[src/rtl/pads_ctrl_if.sv]
// Peripheral bus between the CPU and the pad controller: a held request
// answered by a one-cycle ack, with read data valid only alongside ack.
interface pads_ctrl_if #(
  parameter int NUMPADS = 8
);
  logic               req;
  logic               we;
  logic [3:0]         addr;
  logic [NUMPADS-1:0] wdata;
  logic               ack;
  logic [NUMPADS-1:0] rdata;

  modport master (output req, output we, output addr, output wdata,
                  input  ack, input  rdata);
  modport slave  (input  req, input  we, input  addr, input  wdata,
                  output ack, output rdata);
endinterface

[src/rtl/pads_ctrl.sv]
// Pad ring controller: register-mapped per-pad controls, output-enable
// turnaround sequencing, and synchronized pad inputs with edge interrupts.
module pads_ctrl #(
  parameter int NUMPADS    = 8,
  parameter int TURNAROUND = 2
) (
  input  logic               clk,
  input  logic               rst,
  pads_ctrl_if.slave         bus,
  output logic               irq,
  output logic [NUMPADS-1:0] output_val,
  output logic [NUMPADS-1:0] output_en,
  output logic [NUMPADS-1:0] pullup_en,
  output logic [NUMPADS-1:0] pulldown_en,
  output logic [NUMPADS-1:0] slew_limit_en,
  output logic [NUMPADS-1:0] input_en,
  input  logic [NUMPADS-1:0] input_val
);

  localparam logic [3:0] A_OUT_VAL  = 4'd0;
  localparam logic [3:0] A_OUT_EN   = 4'd1;
  localparam logic [3:0] A_PULLUP   = 4'd2;
  localparam logic [3:0] A_PULLDOWN = 4'd3;
  localparam logic [3:0] A_SLEW     = 4'd4;
  localparam logic [3:0] A_IN_EN    = 4'd5;
  localparam logic [3:0] A_IN_VAL   = 4'd6;
  localparam logic [3:0] A_IRQ_MASK = 4'd7;
  localparam logic [3:0] A_IRQ_STAT = 4'd8;

  typedef enum logic [1:0] {IDLE, ACK, TURN} state_t;

  state_t             state;
  logic [3:0]         cnt;
  logic [NUMPADS-1:0] pend_set;
  logic [NUMPADS-1:0] irq_mask;
  logic [NUMPADS-1:0] irq_stat;
  logic [NUMPADS-1:0] sync1;
  logic [NUMPADS-1:0] sync2;
  logic [NUMPADS-1:0] in_val;
  logic [NUMPADS-1:0] in_val_q;
  logic [NUMPADS-1:0] rise;
  logic [NUMPADS-1:0] new_bits;
  logic [NUMPADS-1:0] read_mux;

  assign in_val   = sync2 & input_en;
  assign rise     = in_val & ~in_val_q;
  assign new_bits = bus.wdata & ~output_en;
  assign irq      = |(irq_stat & irq_mask);

  always_ff @(posedge clk) begin
    if (rst) begin
      sync1 <= '0;
      sync2 <= '0;
    end else begin
      sync1 <= input_val;
      sync2 <= sync1;
    end
  end

  always_comb begin
    read_mux = '0;
    case (bus.addr)
      A_OUT_VAL:  read_mux = output_val;
      A_OUT_EN:   read_mux = output_en;
      A_PULLUP:   read_mux = pullup_en;
      A_PULLDOWN: read_mux = pulldown_en;
      A_SLEW:     read_mux = slew_limit_en;
      A_IN_EN:    read_mux = input_en;
      A_IN_VAL:   read_mux = in_val;
      A_IRQ_MASK: read_mux = irq_mask;
      A_IRQ_STAT: read_mux = irq_stat;
      default:    read_mux = '0;
    endcase
  end

  // Edge capture runs every cycle; a W1C clear on the same bit loses to a new edge.
  always_ff @(posedge clk) begin
    if (rst) begin
      state         <= IDLE;
      cnt           <= '0;
      pend_set      <= '0;
      bus.ack       <= 1'b0;
      bus.rdata     <= '0;
      output_val    <= '0;
      output_en     <= '0;
      pullup_en     <= '0;
      pulldown_en   <= '0;
      slew_limit_en <= '1;
      input_en      <= '0;
      irq_mask      <= '0;
      irq_stat      <= '0;
      in_val_q      <= '0;
    end else begin
      bus.ack   <= 1'b0;
      bus.rdata <= '0;
      in_val_q  <= in_val;
      irq_stat  <= irq_stat | rise;

      case (state)
        IDLE: begin
          if (bus.req) begin
            if (bus.we && bus.addr == A_OUT_EN && new_bits != '0) begin
              // Drop cleared enables now; newly-set ones wait out the turnaround.
              output_en <= output_en & bus.wdata;
              pend_set  <= new_bits;
              cnt       <= 4'(TURNAROUND);
              state     <= TURN;
            end else begin
              bus.ack <= 1'b1;
              state   <= ACK;
              if (!bus.we) begin
                bus.rdata <= read_mux;
              end else begin
                case (bus.addr)
                  A_OUT_VAL:  output_val <= bus.wdata;
                  A_OUT_EN:   output_en  <= bus.wdata;
                  A_PULLUP: begin
                    pullup_en   <= bus.wdata;
                    pulldown_en <= pulldown_en & ~bus.wdata;
                  end
                  A_PULLDOWN: begin
                    pulldown_en <= bus.wdata;
                    pullup_en   <= pullup_en & ~bus.wdata;
                  end
                  A_SLEW:     slew_limit_en <= bus.wdata;
                  A_IN_EN:    input_en      <= bus.wdata;
                  A_IRQ_MASK: irq_mask      <= bus.wdata;
                  A_IRQ_STAT: irq_stat      <= (irq_stat & ~bus.wdata) | rise;
                  default: ;
                endcase
              end
            end
          end
        end

        ACK: state <= IDLE;

        TURN: begin
          cnt <= cnt - 4'd1;
          if (cnt == 4'd1) begin
            output_en <= output_en | pend_set;
            bus.ack   <= 1'b1;
            state     <= IDLE;
          end
        end

        default: state <= IDLE;
      endcase
    end
  end

endmodule

[src/flat_wrapper.sv]
// flat-port wrapper written by rule: the top's interface ports become plain ports
module pads_ctrl_flat 
#(
  parameter int NUMPADS    = 8,
  parameter int TURNAROUND = 2
)
  (clk, rst, irq, output_val, output_en, pullup_en, pulldown_en, slew_limit_en, input_en, input_val, bus_req, bus_we, bus_addr, bus_wdata, bus_ack, bus_rdata);
  pads_ctrl_if #(.NUMPADS(NUMPADS)) bus_i ();
  input  logic clk;
  input  logic rst;
  output logic irq;
  output logic [NUMPADS-1:0] output_val;
  output logic [NUMPADS-1:0] output_en;
  output logic [NUMPADS-1:0] pullup_en;
  output logic [NUMPADS-1:0] pulldown_en;
  output logic [NUMPADS-1:0] slew_limit_en;
  output logic [NUMPADS-1:0] input_en;
  input  logic [NUMPADS-1:0] input_val;
  input wire logic [$bits(bus_i.req)-1:0] bus_req;
  input wire logic [$bits(bus_i.we)-1:0] bus_we;
  input wire logic [$bits(bus_i.addr)-1:0] bus_addr;
  input wire logic [$bits(bus_i.wdata)-1:0] bus_wdata;
  output wire logic [$bits(bus_i.ack)-1:0] bus_ack;
  output wire logic [$bits(bus_i.rdata)-1:0] bus_rdata;
  assign bus_i.req = bus_req;
  assign bus_i.we = bus_we;
  assign bus_i.addr = bus_addr;
  assign bus_i.wdata = bus_wdata;
  assign bus_ack = bus_i.ack;
  assign bus_rdata = bus_i.rdata;
  pads_ctrl #(.NUMPADS(NUMPADS), .TURNAROUND(TURNAROUND)) u_core (.clk(clk), .rst(rst), .bus(bus_i), .irq(irq), .output_val(output_val), .output_en(output_en), .pullup_en(pullup_en), .pulldown_en(pulldown_en), .slew_limit_en(slew_limit_en), .input_en(input_en), .input_val(input_val));
endmodule
[config.mk]
export PLATFORM = sky130hd
export DESIGN_NAME = pads_ctrl_flat
export DESIGN_NICKNAME = d
export VERILOG_FILES = /design/src/rtl/pads_ctrl_if.sv /design/src/rtl/pads_ctrl.sv /design/src/flat_wrapper.sv
export SDC_FILE = /design/constraint.sdc
export NUM_CORES = 1
export LEC_CHECK = 0
export BUFFER_PORTS_ARGS = -buffer_cell sky130_fd_sc_hd__buf_4
export CORE_UTILIZATION = 55
export DETAILED_ROUTE_END_ITERATION = 8
export GPL_TIMING_DRIVEN = 0
export PLACE_DENSITY = 0.81
export SYNTH_ARGS = -nofsm -noshare
export SYNTH_HDL_FRONTEND = slang
export SYNTH_SLANG_ARGS = --single-unit
[constraint.sdc]
create_clock -name clk -period 2.3 [get_ports clk]
set_clock_uncertainty 0.15 [all_clocks]
set_input_delay 0.46 -clock clk [delete_from_list [all_inputs] [get_ports clk]]
set_output_delay 0.46 -clock clk [all_outputs]
set_load 0.02 [all_outputs]
==> reports/qor.csv <==
stage;metric;value;unit
critical_path;Worst Setup End Kind;flip-flop;
synthesis;Post-Syn Instances;523;
global_route;global-route wire length before repair;21400;um
finish;Total Nets Final;639;
critical_path;Required @ worst endpoint;2.47;ns
synthesis;yosys warns;0;
critical_path;Crit path top cell by count;buf_2;
placement;DP HPWL;10500;um
global_route;grt total ovfl;0;
timing;Tcrit/Tclk final;87.7;%
finish;Synth-to-Final Area Change;19.1;%
cts;CTS root buffer;clkbuf_8;
cts;PostCTS Resize Cnt;0;
critical_path;critical path's largest stage delay;0.48;ns
global_route;met3 Track Usage GR;4.03;%
floorplanning;die width;95.7;um
drt;wire length per cell;19.8;um
timing;fmax;496;MHz
finish;number of diodes;0;
timing;Slew HR;42.3;%
drt;Residual DRC;0;
critical_path;reg-to-reg startpoint;u_core.state[0]$_SDFFE_PP0P_;
cts;CTS tree;done;
outcome;status;finished, final reports clean;
global_route;global-route usage over all layers;31.6;%
critical_path;Slowest-stage cell, CP;nor4_4;
timing;RSZ-0062 raised after global routing;no;
synthesis;async set or reset register ratio after synthesis;0;%
drt;via count;4522;
drt;Pre-Repair DR Iteration Count;5;
finish;Register Area;0.00222;mm2
cts;CTS Hold Bufs;0;
global_route;initial antenna violation count;0;
global_route;largest net degree at the start of global routing;22;
floorplanning;Rows;33;
critical_path;Critical Path Start Type;flip-flop;
critical_path;worst setup path class;reg -> reg;
finish;most frequent cells in the layout;dfxtp_1, buf_4, nor2_1;
cts;Worst-Skew Late Latency;0.39;ns
critical_path;CP arrival;2.19;ns
finish;Multi-input gate area;0.00235;mm2
finish;number of fill cells;692;
placement;GPL Wtd Cong;0.972;
placement;pre-CTS setup slack;-0.0506;ns
synthesis;Synth Cell Area;0.00483;mm2
cts;Clock Sinks;111;
floorplanning;Die Y;95.7;um
timing;Final Hold Violating Endpoints;0;
timing;final worst setup slack;0.284;ns
cts;number of post-CTS setup repair buffers;0;
timing;worst-margin pin slew;0.861;ns
drt;Iter 0 DRT Violations;522;
placement;IO Port Bufs;79;
power_and_ir_drop;P per Cell Area;596;mW/mm2
global_route;vias in the first global route;4053;
hold_path;hold path start;input_val[5];
drt;remaining antenna violation count;0;
cts;CTS buffer count;9;
timing;Final min period;2.02;ns
floorplanning;die footprint;0.00917;mm2
synthesis;sequential area share after synthesis;46.0;%
critical_path;critical path cell sequence;nand4bb_1 > buf_2 > nor4_4 > buf_2 > nor3_1 > a21oi_1;
critical_path;Crit. Startpoint;u_core.state[0]$_SDFFE_PP0P_;
synthesis;Main synth FF type;dfxtp_1;
synthesis;Synth Net Count;549;
cts;H-tree Lvls;3;
global_route;met2 Use GR;51.1;%
cts;clk buf depth;2;
global_route;most used routing layer;met2;
critical_path;Worst Path Max Fanout;10;
power_and_ir_drop;Lkg Pwr;2.25;nW
timing;hold_ws;0.134;ns
finish;fin util;69.0;%
synthesis;Seq cells post-synth;111;
drt;WL final;14300;um
global_route;routing usage on met1;43.6;%
floorplanning;io pins;82;
run;Max-Cap Viols;0;
drt;DR vias/cell;6.25;
floorplanning;core area;0.00834;mm2
synthesis;Syn Area/Cell;9.24;um2
hold_path;Worst Hold Class;in -> reg;
finish;most common cell after layout, fill and taps aside;dfxtp_1;
floorplanning;Initial Util;58.0;%
timing;final setup fails;0;
cts;clk slew on worst S/H paths;0.11;ns
power_and_ir_drop;Worst VDD drop;0.376;mV
finish;share of cells above drive strength 1;19.9;%
synthesis;Distinct cells, synth;64;
timing;Final Max Slew Viols;0;
synthesis;number of synthesized flops with an enable pin;0;
[kinds of logic (layout without fill, tap and decap cells)]
group / after synthesis / in the layout / share of synthesized area [%]
flip-flops: 111 / 111 / 46.0
XOR/XNOR: 2 / 2 / 0.362
buffers and inverters: 60 / 155 / 5.36
adder cells (fa/ha/maj): 2 / 2 / 0.518
multiplexers: 41 / 41 / 8.49
AND/OR/NAND/NOR: 167 / 167 / 18.9
AO/OA/AOI/OAI: 140 / 140 / 20.4
[state kept, by name (all words and copies together), names as in the netlist]
signal and cells:
u_core.bus.rdata 8, u_core.pullup_en 8, u_core.bus.ack 1, u_core.input_en 8, u_core.state 2, u_core.sync1 8, u_core.irq_mask 8, u_core.pulldown_en 8
u_core.cnt 4, u_core.sync2 8, u_core.irq_stat 8, u_core.slew_limit_en 8, u_core.pend_set 8, u_core.output_val 8, u_core.in_val_q 8, u_core.output_en 8
[final timing paths]
path / endpoint / slack, ns / cells past startpoint
max: u_core.slew_limit_en[0]$_SDFFE_PP1P_ / 0.28 / 6
min: u_core.sync1[5]$_SDFF_PP0_ / 0.13 / 2
max reg2reg: u_core.slew_limit_en[0]$_SDFFE_PP1P_ / 0.28 / 6
min reg2reg: u_core.sync2[4]$_SDFF_PP0_ / 0.30 / 1
[synthesized netlist by cell type, drive strengths merged (3+ instances only)]
library cell / n / share of area [%]
a21oi: 38 / 4.0
a22o: 3 / 0.54
a22oi: 10 / 1.6
a31o: 4 / 0.72
a32o: 16 / 3.3
and3: 8 / 1.0
buf: 14 / 1.8
clkbuf: 25 / 1.9
dfxtp: 111 / 46
inv: 21 / 1.6
mux2i: 41 / 8.5
nand2: 36 / 2.8
nand2b: 5 / 0.65
nand3: 6 / 0.62
nand4: 4 / 0.65
nor2: 48 / 4.1
nor2b: 25 / 3.2
nor3: 17 / 2.3
nor3b: 4 / 0.83
nor4: 3 / 0.83
o211ai: 7 / 1.1
o21ai: 17 / 1.8
o21bai: 7 / 1.1
o221ai: 8 / 1.4
o22ai: 11 / 1.4
o31a: 5 / 0.91
[worst max-delay path: cells and delay by family, from the launching register on]
family / cells / cell delay [ns]
flip-flops: 1 / 0.36
buffers and inverters: 2 / 0.55
AND/OR/NAND/NOR: 3 / 0.76
AO/OA/AOI/OAI: 1 / 0.13
[through the flow]
stage	setup TNS, ns	total power [mW]	area (um2)	std cells
after floorplan	0	2.18	4830	523
after global placement	0	2.28	5560	707
after detailed placement	-0.255	2.29	5560	707
after CTS	0	3.42	5750	723
after global routing	0	3.52	5750	723
final	0	3.43	5750	723
[power by group]
part           switching, mW  internal (mW)  total (mW)
clock network          0.744          0.431        1.17
logic                  0.192          0.104       0.296
registers             0.0125           1.94        1.96
total                  0.949           2.48        3.43
[metal layers]
layer  up-vias  routed length [um]
li1       2070                   -
met1      2158                6200
met2       262                6570
met3        32                1220
met4         0                 360
met5         -                   0
[area by class of cell]
cell class              instances  share of cell area (%)
well taps                     105                    2.28
clock inverters                 7                    1.26
plain buffers                  39                    3.13
flip-flops and latches        111                    38.6
multi-input cells             352                    40.9
inverters                      21                    1.37
repair buffers                 79                    10.3
clock buffers                   9                    2.15
(Power assumes the default switching activity.)
